File: src/rtl/warmboot_sequencer.sv
`default_nettype none
// ============================================================================
//  Module      : warmboot_sequencer
//  Description : Sequences the iCE40 SB_WARMBOOT primitive. Accepts a boot
//                request (external, or internal after a no-host timeout).
//                Waits for the SPI flash bus to stay idle, then detaches USB
//                so the host sees a disconnect. Finally holds a stable image
//                select and fires the BOOT strobe.
//
//  Ports       : clk_48mhz     - single clock, rising edge
//                reset         - synchronous, active-high
//                boot_req      - boot request from the bootloader core
//                image_sel[1:0]- image index, sampled with boot_req
//                usb_activity  - pulse on any valid received USB packet
//                spi_cs_n      - flash chip select (1 = bus idle)
//                usb_detach    - forces USB pads to SE0 / pull-up off
//                wb_s1, wb_s0  - SB_WARMBOOT image select
//                wb_boot       - SB_WARMBOOT BOOT strobe
//                busy          - sequence in progress (not IDLE)
//
//  Revision    : 1.0 - initial release
// ============================================================================
module warmboot_sequencer #(
    parameter int unsigned DRAIN_CYCLES    = 48,
    parameter int unsigned DETACH_CYCLES   = 480000,
    parameter int unsigned SETUP_CYCLES    = 4,
    parameter int unsigned AUTOBOOT_CYCLES = 0,
    parameter logic [1:0]  AUTOBOOT_IMAGE  = 2'b01,
    parameter int unsigned CNT_W           = 32
) (
    input  logic       clk_48mhz,
    input  logic       reset,
    input  logic       boot_req,
    input  logic [1:0] image_sel,
    input  logic       usb_activity,
    input  logic       spi_cs_n,
    output logic       usb_detach,
    output logic       wb_s1,
    output logic       wb_s0,
    output logic       wb_boot,
    output logic       busy
);

    localparam logic [2:0] c_ST_IDLE   = 3'd0;
    localparam logic [2:0] c_ST_DRAIN  = 3'd1;
    localparam logic [2:0] c_ST_DETACH = 3'd2;
    localparam logic [2:0] c_ST_ARM    = 3'd3;
    localparam logic [2:0] c_ST_FIRE   = 3'd4;

    // Zero-length phases are stretched to one cycle so every state is visited.
    localparam logic [CNT_W-1:0] c_DRAIN_LD  = CNT_W'((DRAIN_CYCLES  == 0) ? 1 : DRAIN_CYCLES);
    localparam logic [CNT_W-1:0] c_DETACH_LD = CNT_W'((DETACH_CYCLES == 0) ? 1 : DETACH_CYCLES);
    localparam logic [CNT_W-1:0] c_SETUP_LD  = CNT_W'((SETUP_CYCLES  == 0) ? 1 : SETUP_CYCLES);
    localparam logic [CNT_W-1:0] c_ONE       = CNT_W'(1);
    localparam logic             c_AB_EN     = (AUTOBOOT_CYCLES != 0);
    // Only meaningful when autoboot is enabled; the wrapped value is never used otherwise.
    localparam logic [CNT_W-1:0] c_AB_LAST   = CNT_W'(AUTOBOOT_CYCLES - 1);

    logic [2:0]       r_state;
    logic [CNT_W-1:0] r_cnt;
    logic [CNT_W-1:0] r_ab_cnt;
    logic             r_host_seen;
    logic [1:0]       r_img_q;

    logic [2:0]       w_state_nxt;
    logic [CNT_W-1:0] w_cnt_nxt;
    logic [CNT_W-1:0] w_ab_cnt_nxt;
    logic [1:0]       w_img_nxt;
    logic             w_ab_armed;
    logic             w_ab_fire;

    // Autoboot only runs while no host has ever been seen; activity in the
    // firing cycle itself also suppresses it.
    assign w_ab_armed = c_AB_EN && !r_host_seen && !usb_activity;
    assign w_ab_fire  = w_ab_armed && (r_ab_cnt == c_AB_LAST);

    always_comb begin
        w_state_nxt  = r_state;
        w_cnt_nxt    = r_cnt;
        w_ab_cnt_nxt = r_ab_cnt;
        w_img_nxt    = r_img_q;
        case (r_state)
            c_ST_IDLE: begin
                // Saturate at the firing value so the counter never wraps.
                if (w_ab_armed && (r_ab_cnt != c_AB_LAST)) begin
                    w_ab_cnt_nxt = r_ab_cnt + c_ONE;
                end
                if (boot_req) begin
                    w_state_nxt = c_ST_DRAIN;
                    w_img_nxt   = image_sel;
                    w_cnt_nxt   = c_DRAIN_LD;
                end else if (w_ab_fire) begin
                    w_state_nxt = c_ST_DRAIN;
                    w_img_nxt   = AUTOBOOT_IMAGE;
                    w_cnt_nxt   = c_DRAIN_LD;
                end
            end
            c_ST_DRAIN: begin
                // Any flash access restarts the idle window from scratch.
                if (!spi_cs_n) begin
                    w_cnt_nxt = c_DRAIN_LD;
                end else if (r_cnt == c_ONE) begin
                    w_state_nxt = c_ST_DETACH;
                    w_cnt_nxt   = c_DETACH_LD;
                end else begin
                    w_cnt_nxt = r_cnt - c_ONE;
                end
            end
            c_ST_DETACH: begin
                if (r_cnt == c_ONE) begin
                    w_state_nxt = c_ST_ARM;
                    w_cnt_nxt   = c_SETUP_LD;
                end else begin
                    w_cnt_nxt = r_cnt - c_ONE;
                end
            end
            c_ST_ARM: begin
                w_cnt_nxt = r_cnt - c_ONE;
                if (r_cnt == c_ONE) begin
                    w_state_nxt = c_ST_FIRE;
                end
            end
            c_ST_FIRE: begin
                // Terminal: the FPGA reconfigures out from under us.
                w_state_nxt = c_ST_FIRE;
            end
            default: begin
                w_state_nxt = c_ST_IDLE;
            end
        endcase
    end

    // Outputs are decoded from the next state so they are registered yet
    // change in the same cycle the state does.
    always_ff @(posedge clk_48mhz) begin
        if (reset) begin
            r_state      <= c_ST_IDLE;
            r_cnt        <= '0;
            r_ab_cnt     <= '0;
            r_host_seen  <= 1'b0;
            r_img_q      <= 2'b00;
            usb_detach   <= 1'b0;
            wb_s1        <= 1'b0;
            wb_s0        <= 1'b0;
            wb_boot      <= 1'b0;
            busy         <= 1'b0;
        end else begin
            r_state      <= w_state_nxt;
            r_cnt        <= w_cnt_nxt;
            r_ab_cnt     <= w_ab_cnt_nxt;
            r_host_seen  <= r_host_seen | usb_activity;
            r_img_q      <= w_img_nxt;
            usb_detach   <= (w_state_nxt == c_ST_DETACH) || (w_state_nxt == c_ST_ARM) ||
                            (w_state_nxt == c_ST_FIRE);
            {wb_s1, wb_s0} <= (w_state_nxt != c_ST_IDLE) ? w_img_nxt : 2'b00;
            wb_boot      <= (w_state_nxt == c_ST_FIRE);
            busy         <= (w_state_nxt != c_ST_IDLE);
        end
    end

endmodule
`default_nettype wire

File: config.mk
export PLATFORM = sky130hd
export DESIGN_NAME = warmboot_sequencer
export DESIGN_NICKNAME = d
export VERILOG_FILES = /design/src/rtl/warmboot_sequencer.sv
export SDC_FILE = /design/constraint.sdc
export NUM_CORES = 1
export LEC_CHECK = 0
export CAP_MARGIN = 15
export CORE_MARGIN = 2
export CORE_UTILIZATION = 54
export DETAILED_ROUTE_END_ITERATION = 8
export PLACE_DENSITY = 0.76
export SLEW_MARGIN = 20
export SYNTH_ARGS = -nofsm -noshare
export SYNTH_HDL_FRONTEND = slang
export SYNTH_SLANG_ARGS = --single-unit
File: constraint.sdc
create_clock -name clk_48mhz -period 2.45 [get_ports clk_48mhz]
set_input_delay 0.49 -clock clk_48mhz [delete_from_list [all_inputs] [get_ports clk_48mhz]]
set_output_delay 0.49 -clock clk_48mhz [all_outputs]
set_load 0.005 [all_outputs]
* After elaboration in Yosys (flattened, before gate mapping)
Cells that the tools add are included.
Word-level totals: bits of input ports 7, word-level logic and storage cells 39, register bits after elaboration 42, output and inout bits 5
Operators by class: $add $sub $neg 1, reductions and logical operators 7, equal/unequal tests 9, mux-type cells 13, bitwise operators 1
Operators by type and width (number):
- two-way mux 32 bit | 4
- one-hot mux 32 bit (4 select lines) | 1
- equality test 32 x 1 -> 1 bit, second input constant | 1
- subtractor 32 x 1 -> 32 bit, second input constant | 1
- two-way mux 3 bit | 5
- one-hot mux 3 bit (5 select lines) | 1
- equality test 3 x 2 -> 1 bit, second input constant | 4
- equality test 3 bit, second input constant | 2
- two-way mux 2 bit | 2
- nonzero test 4 bit | 1
- equality test 3 x 1 -> 1 bit, second input constant | 1
- logical NOT 3 bit | 1
- nonzero test 3 bit | 1
- logical OR 1 bit | 2
- inequality test 2 bit, second input constant | 1
- AND reduction 2 bit | 1
- OR reduction 2 bit | 1
- NOT 1 bit | 1

* Longest topological paths before layout
Gate-level depths: netlist of run 1.
word-level depth 7, depth in mapped cells 10, mapped depth without buffers 7

* Worst setup path after synthesis of run 1
OpenSTA, ideal clock, no wires.
path type flip-flop to flip-flop, start register r_cnt[0], end register r_cnt[18], path slack 0.091 ns, period minus slack after synthesis 2.359 ns, data required time 2.327 ns, cell stages (with the launch flop) 9, path buffers 2, arrival time 2.235 ns, library setup time 0.123 ns, cells stage by stage dfxtp_1 ha_1 or4b_1 or3_1 buf_6 or4_4 buf_6 a31oi_4 o22ai_1
Between the ends: word-level cells in the longest chain between the ends 4, elaborated cells between the ends (all ways) 6, those cells by class add/sub (1); eq/ne (1); mux (4)
Ends and longest elaborated chain:
- start, declared | line 60 | logic [CNT_W-1:0] r_cnt;
- start signal, assigned | line 149 | r_cnt <= w_cnt_nxt;
- subtractor 32 x 1 -> 32 bit or equality test 32 x 1 -> 1 bit (tied branches)
- two-way mux 32 bit | line 102 | end else if (r_cnt == c_ONE) begin
- two-way mux 32 bit | line 100 | if (!spi_cs_n) begin
- one-hot mux 32 bit (4 select lines) (*) | line 82 | case (r_state)
Mark *: on every way between the ends. The rest lies on a longest branch, timed or not. A chain may end at the register's enable or synchronous reset.

* Worst setup path in the final report of run 1
start register r_cnt[1], end register r_cnt[10]
Same word-level chain as after synthesis.

==> flow_summary.ini, run 1 <==
[status]
outcome = finished clean

[cells_and_area]
num-fill-cells = 353
insertedDiodeCount = 0
area_growth_pct = 20.1
post-route-util_pct = 68.7
nNetsFinal = 324
drive_above_1_share_pct = 20.4

[synth]
synth_ff_type = dfxtp_1
syn_nets = 288
syn_avg_cell_area_sq_um = 8.38
synth-async-reset-ratio_pct = 0
synth_area_sq_um = 2340
synthCells = 279
synth_edf_count = 0
synth_seq_cells = 42
yosys_warnings = 0
synth-seq-area-share_pct = 36.0
yosysUniqueCellTypes = 53

[die]
core_sq_um = 4090
fp-row-count = 23
dieHeight_microns = 69.8
die-area_sq_um = 4870
die_w_microns = 69.8
io_pins = 12
start_util_pct = 57.2

[detailed_routing]
met3_wirelength_microns = 488
dr.max_layer_used = met4
drc = 0
drt_iter0_drc = 199
vias = 2349
vias_per_cell = 6.45
wl_met1_microns = 2600
met2WireLength_microns = 2450
dr.pass1.iters = 5
drt-total-wl_microns = 5610
ant_nets = 0
wire_per_inst_microns = 15.4

[setup_path]
start_kind = flop
r2r_setup_slack_ns = 0.06
reg2reg_depth = 8
cp_max_fo = 26
endpoint_kind = flop
critPathKind = flop to flop
cp.buffers_inverters = 2
path_delay_family = simple AND/OR/NAND/NOR gates
crit_chain = inv_2, ha_1, or4b_4, or3_4, o41a_1, buf_12, a21oi_1, a31oi_1
worst_ep_required_time_ns = 2.62
reg2reg_to = r_cnt[10]
crit_arrival_ns = 2.56
r2r-start = r_cnt[1]
cpMaxStageDelayCell = o41a_1
critPathMaxStageDelay_ns = 0.47

[worst_hold_path]
min_to = r_cnt[30]
hp-start = r_cnt[30]
hold_depth = 1
holdCritPathClass = flop to flop

[sta]
layout_min_cycle_time_ns = 2.39
setup_ws_ns = 0.0640
rsz0062_at_grt = true
fin_crit_sh_pct = 97.4
hold_ws_ns = 0.466
finalHoldViolations = 0
tightest_slew_ns = 0.761
fmax_mhz = 419
fin_skew_ns = 0.00520
setup_viol = 0
slew_headroom_pct = 49.2
slew_violations = 0

[cts]
cts_buffers = 5
cts_tree = built
insertion_delay_ns = 0.29
clockBufferDepth = 2
cts_sinks = 42
clkTransAtPathRegs_ns = 0.08
h-tree-depth = 2
cts_root_buf = clkbuf_8

[job]
timing.max_cap.violations = 0

[global_route]
grt_max_degree = 27
grt_pass1_vias = 1909
antenna_found_initial = 0
grt.overflow.total = 0
grt.total_usage_pct = 23.1
grt_pass1_wl_microns = 9140

[pwr]
power_density_nw_per_um2 = 921
leakage_nw = 1.08
finalPower_mw = 2.59
peakVddDrop_v = 0.000500

[placement]
place_ws_ns = 0.00971
port_buffers = 10
place_congestion = 0.867
post-dp-hpwl_microns = 3940
==> synthesized netlist by cell type (all sizes together), types with 9 or more instances <==
library cell / number / area [sq um]
or4: 10 / 82.6
clkbuf: 9 / 33.8
dfxtp: 42 / 841
nor3: 16 / 90.1
nand2: 24 / 92.6
nor2: 18 / 67.6
nor4: 17 / 134
a21oi: 21 / 109
o21ai: 15 / 75.1
a31oi: 10 / 77.6
==> area by class of cell <==
class | count | area [sq um] | area share (%)
timing repair buffer | 45 | 388 | 13.8
clock buffer | 6 | 82.6 | 2.94
inverter | 7 | 26.3 | 0.935
multi-input combinational | 214 | 1410 | 50.1
tap | 50 | 62.6 | 2.23
sequential | 42 | 842 | 30.0
==> cells by family after synthesis <==
kind of cell / count (synthesis) / share of synthesized area [%]
and+or+nand+nor: 123 / 30.2
AOI/OAI and AO/OA: 86 / 25.7
buffers and inverters: 23 / 5.78
xor gates and xnor gates: 1 / 0.375
muxes: 2 / 0.856
DFF: 42 / 36.0
adders and majority gates: 2 / 1.07
==> registers in the layout (all words and copies together), names as in the netlist <==
signal,flops
wb_boot,1
busy,1
wb_s1,1
r_cnt,32
wb_s0,1
r_state,3
r_img_q,2
usb_detach,1
==> metal layers <==
layer | global-route usage (%) | vias up
met4 | 6.62 | 0
met5 | 0 | -
met3 | 4.51 | 9
li1 | - | 1138
met2 | 32.4 | 101
met1 | 35.6 | 1101
==> through the flow <==
step	area, sq um	std cells	setup TNS [ns]
after floorplan	2340	279	0
after global placement	2670	356	0
after detailed placement	2670	356	0
after CTS	2760	362	0
after global routing	2810	364	-0.0342
final	2810	364	0
==> power by group <==
group	internal (mW)	total, mW	switching [mW]
Sequential	0.778	0.879	0.101
Clock	0.217	0.444	0.227
Combinational	0.548	1.27	0.717
Total	1.54	2.59	1.04
==> placed cells by master, fill, tap and decap left out, types with 6 or more instances in the layout <==
master,Yosys,final
nand3_1,7,7
o21ai_0,9,9
a22o_1,6,6
inv_1,7,6
nor4_1,14,14
a31oi_1,9,8
nor2_1,18,17
dfxtp_1,42,41
a21oi_1,20,20
o21ai_1,6,6
nand2b_1,7,7
clkbuf_8,0,6
or4_1,8,8
nor3_1,14,14
clkdlybuf4s50_1,0,10
nand2_1,23,23
buf_4,1,33
==> how the worst max path moves through the flow <==
stage	start	to	cells past startpoint
after global routing	r_cnt[1]	r_cnt[7]	8
final	r_cnt[1]	r_cnt[10]	8
after CTS	r_cnt[1]	r_cnt[24]	8
after detailed placement	r_cnt[1]	r_cnt[24]	8
after global placement	boot_req	r_cnt[3]	5
after floorplan	r_cnt[0]	r_cnt[18]	8
==> timing repair <==
| item | in CTS | in global routing |
|---|---|---|
| endpoints found under the setup margin | 2 | 5 |
| resized for setup | 2 | 7 |
| setup buffers | 0 | 2 |
| hold buffers | 0 | 0 |
| pin swaps | 0 | 2 |
(Power assumes the default switching activity.)
==> inputs of run 2 (changes only) <==
--- a/config.mk
+++ b/config.mk
@@ -6,7 +6,7 @@
 export NUM_CORES = 1
 export LEC_CHECK = 0
 export CAP_MARGIN = 15
-export CORE_MARGIN = 2
+export CORE_MARGIN = 4
 export CORE_UTILIZATION = 54
 export DETAILED_ROUTE_END_ITERATION = 8
 export PLACE_DENSITY = 0.76
==> flow_summary.ini, run 2 (synthesized netlist as in run 1, its figures left out) <==
[sta]
fin_skew_ns = 0.00854
fmax_mhz = 421
setup_viol = 0
fin_crit_sh_pct = 96.9
finalHoldViolations = 0
hold_ws_ns = 0.480
setup_ws_ns = 0.0760
layout_min_cycle_time_ns = 2.37
slew_headroom_pct = 45.7
slew_violations = 0
tightest_slew_ns = 0.813

[job]
timing.max_cap.violations = 0

[placement]
place_area_sq_um = 2660
place_ws_ns = 0.0650
post-dp-hpwl_microns = 4050
place_congestion = 0.948
port_buffers = 10

[cells_and_area]
post-route-util_pct = 69.4
final_common_cell = dfxtp_1
mostFrequentLayoutCells = dfxtp_1 (40), buf_4 (38), nand2_1 (23)
reg_top3 = r_cnt: 32 flops, r_state: 3 flops, r_img_q: 2 flops
largest_register_ffs = 32
fin_area_sq_um = 2830
drive_above_1_share_pct = 22.8
nNetsFinal = 329
insertedDiodeCount = 0
top_register = r_cnt
area_growth_pct = 21.2

[die]
die-area_sq_um = 5450
io_pins = 12
start_util_pct = 57.2
core_sq_um = 4090
dieHeight_microns = 73.8
fp-row-count = 23
die_w_microns = 73.8

[worst_hold_path]
hold_depth = 1
hp-start = r_cnt[30]
min_to = r_cnt[30]
holdCritPathClass = flop to flop

[cts]
h-tree-depth = 2
clkTransAtPathRegs_ns = 0.08
clockBufferDepth = 2
cts_buffers = 5
cts_hold_buffers = 0
cts_root_buf = clkbuf_8
insertion_delay_ns = 0.30
cts_tree = built
cts_sinks = 42

[pwr]
power_density_nw_per_um2 = 899
finalPower_mw = 2.55
leakage_nw = 1.09
peakVddDrop_v = 0.000458

[setup_path]
crit_chain = inv_2, ha_4, or4b_1, or3_4, o41a_1, buf_4, a22o_1
r2r-start = r_cnt[1]
reg2reg_to = r_cnt[20]
reg2reg_depth = 7
critPathMaxStageDelay_ns = 0.52
cpMaxStageDelayCell = o41a_1
crit_arrival_ns = 2.57
critPathKind = flop to flop
r2r_setup_slack_ns = 0.08
start_kind = flop
endpoint_kind = flop
cp.buffers_inverters = 2
cp_max_fo = 7
worst_ep_required_time_ns = 2.64
path_delay_family = simple AND/OR/NAND/NOR gates

[global_route]
top_usage_layer = met2
antenna_found_initial = 0
grt.met1_usage_pct = 32.8
grt_max_degree = 14
gr-usage-met2_pct = 33.1
grt.overflow.total = 0
grt_pass1_vias = 2056
grt.met3_usage_pct = 5.61
grt_pass1_wl_microns = 9690
grt.total_usage_pct = 22.7

[detailed_routing]
vias_per_cell = 6.31
dr.pass1.iters = 4
drt-total-wl_microns = 5800
vias = 2333
ant_nets = 0
wire_per_inst_microns = 15.7
drt_iter0_drc = 187
drc = 0

[status]
outcome = finished clean
==> run 2: worst max path at each step <==
stage	start	endpoint	slack [ns]	depth (start not counted)
finish	r_cnt[1]	r_cnt[20]	0.08	7
global route	r_cnt[1]	r_cnt[7]	-0.009	8
CTS	r_cnt[1]	r_cnt[21]	0.06	8
detailed placement	r_cnt[1]	r_cnt[21]	0.07	8
global placement	boot_req	r_cnt[15]	0.05	6
floorplan	r_cnt[0]	r_cnt[18]	0.09	8
==> run 2: worst reg2reg max path, delay by kind of cell, from the launching register on <==
kind	cells	cell delay, ns
adders and majority gates	1	0.12
DFF	1	0.33
and+or+nand+nor	2	0.83
buffers and inverters	2	0.29
AOI/OAI and AO/OA	2	0.72
==> run 2: repair_timing <==
item / CTS / global route
setup buffers: 0 / 3
endpoints found under the setup margin: 0 / 21
gates resized for setup: 0 / 16
==> run 2: area by class of cell <==
type / count / area [sq um]
multi-input cells: 214 / 1410
fillers: 344 / 1250
flip-flops and latches: 42 / 843
repair buffers: 50 / 408
clock buffers: 6 / 72.6
well taps: 50 / 62.6
inverters: 7 / 26.3
clock inverters: 1 / 7.51
==> run 2: power breakdown <==
group	switching, mW	internal, mW	total [mW]
Sequential	0.113	0.778	0.891
Clock	0.237	0.196	0.433
Combinational	0.694	0.530	1.22
==> run 2: per-stage QoR <==
stage | TNS, ns | cells
floorplan | 0 | 279
global placement | 0 | 358
detailed placement | 0 | 358
CTS | 0 | 365
global route | -0.0424 | 370
finish | 0 | 370
==> run 2: layer usage <==
metal	wire length [microns]	vias to the layer above
li1	-	1164
met1	2790	1094
met2	2540	69
met3	418	6
met4	53	0
met5	0	-
==> inputs of run 3 (changes only) <==
--- a/config.mk
+++ b/config.mk
@@ -6,7 +6,7 @@
 export NUM_CORES = 1
 export LEC_CHECK = 0
 export CAP_MARGIN = 15
-export CORE_MARGIN = 4
+export CORE_MARGIN = 3
 export CORE_UTILIZATION = 54
 export DETAILED_ROUTE_END_ITERATION = 8
 export PLACE_DENSITY = 0.76
==> flow_summary.ini, run 3 (synthesized netlist as in run 1, its figures left out) <==
[status]
outcome = finished clean

[sta]
fin_crit_sh_pct = 97.9
slew_headroom_pct = 22.0
fmax_mhz = 417
layout_min_cycle_time_ns = 2.40
finalHoldViolations = 0
setup_viol = 0
fin_skew_ns = 0.00591
slew_violations = 0
hold_ws_ns = 0.468
setup_ws_ns = 0.0518
tightest_slew_ns = 1.17
rsz0062_at_grt = true

[detailed_routing]
vias_per_cell = 6.25
drt-total-wl_microns = 5650
drc = 0
ant_nets = 0
dr.pass1.iters = 5
drt_iter0_drc = 228
wire_per_inst_microns = 15.4
vias = 2292

[die]
core_sq_um = 4090
die_w_microns = 71.8
io_pins = 12
start_util_pct = 57.2
fp-row-count = 23
die-area_sq_um = 5160
dieHeight_microns = 71.8

[cts]
clockBufferDepth = 2
cts_root_buf = clkbuf_8
clkTransAtPathRegs_ns = 0.08
cts_hold_buffers = 0
insertion_delay_ns = 0.30
cts_tree = built
cts_buffers = 5
cts_sinks = 42
h-tree-depth = 2

[pwr]
leakage_nw = 1.07
p_clk_share_pct = 17.0
swShare_pct = 40.8
combinationalPowerShare_pct = 47.2
seqPwrFrac_pct = 35.8
power_density_nw_per_um2 = 888
p_int_mw = 1.46
finalPower_mw = 2.47
peakVddDrop_v = 0.000680
p_sw_mw = 1.01

[global_route]
grt_pass1_wl_microns = 9660
grt.overflow.total = 0
antenna_found_initial = 0
grt_max_degree = 15
grt_pass1_vias = 2007
grt.total_usage_pct = 23.6

[cells_and_area]
top_register = r_cnt
insertedDiodeCount = 0
area_growth_pct = 18.8
num-fill-cells = 350
fin_area_sq_um = 2780
reg_top3 = r_cnt: 32 flops, r_state: 3 flops, r_img_q: 2 flops
largest_register_ffs = 32
nNetsFinal = 326
ff_latch_area_sq_um = 841
mostFrequentLayoutCells = dfxtp_1 (42), buf_4 (35), nand2_1 (23)
multi_input_area_sq_um = 1390
final_common_cell = dfxtp_1
drive_above_1_share_pct = 19.6

[setup_path]
path_delay_family = simple AND/OR/NAND/NOR gates
start_kind = flop
crit_arrival_ns = 2.58
critPathKind = flop to flop
cp.buffers_inverters = 2
crit_chain = inv_1, ha_1, or4b_1, or3_4, o41a_1, buf_6, a31oi_1, a21oi_1
critPathMaxStageDelay_ns = 0.46
worst_ep_required_time_ns = 2.63
endpoint_kind = flop
cpMaxStageDelayCell = o41a_1
cp_max_fo = 13

[placement]
place_ws_ns = 0.00158
place_area_sq_um = 2670
post-dp-hpwl_microns = 4070
place_congestion = 0.886
port_buffers = 10

[job]
timing.max_cap.violations = 0

[worst_hold_path]
holdCritPathClass = flop to flop
run 3: layout make-up:
cell class | instances | area share, %
timing repair buffer | 47 | 13.9
tap | 50 | 2.25
clock buffer | 7 | 2.75
inverter | 7 | 0.946
sequential | 42 | 30.3
multi-input combinational | 214 | 49.9
run 3: layer usage:
metal	vias up	wire length (microns)	track usage, %
met5	-	0	0
met4	0	70	7.52
met3	11	267	4.77
met2	71	2540	34.2
met1	1064	2770	34.8
li1	1146	-	-
run 3: tightest hold or removal path: stages (launching register included):
cell	delay [ns]
dfxtp_1	0.32
inv_1	0.05
o22ai_1	0.05
run 3: path summary, 6_finish.rpt:
path	start	to	slack [ns]	depth (start not counted)
hold reg to reg	r_cnt[18]	r_cnt[18]	0.47	2
setup reg to reg	r_cnt[1]	r_cnt[21]	0.05	8
hold / removal	r_cnt[18]	r_cnt[18]	0.47	2
setup / recovery	r_cnt[1]	r_cnt[21]	0.05	8
run 3: timing repair:
item                                    in CTS  in global routing
resized for setup                            0                  7
buffers inserted                             0                  0
endpoints found under the setup margin       0                 22
run 3: power groups by stage:
| stage | sequential, mW | combinational, mW | clock [mW] |
|---|---|---|---|
| floorplan | 0.873 | 0.752 | 0 |
| global placement | 0.888 | 1.10 | 0 |
| detailed placement | 0.893 | 1.12 | 0 |
| CTS | 0.877 | 1.12 | 0.429 |
| global route | 0.899 | 1.28 | 0.458 |
| finish | 0.882 | 1.16 | 0.420 |
run 3: through the flow:
| stage | utilization, % | std cells | setup TNS (ns) |
|---|---|---|---|
| after CTS | 67.2 | 367 | 0 |
| after global placement | 65.3 | 360 | 0 |
| final | 68.0 | 367 | 0 |
| after global routing | 68.0 | 367 | -0.0464 |
| after floorplan | - | 279 | 0 |
| after detailed placement | 65.3 | 360 | 0 |
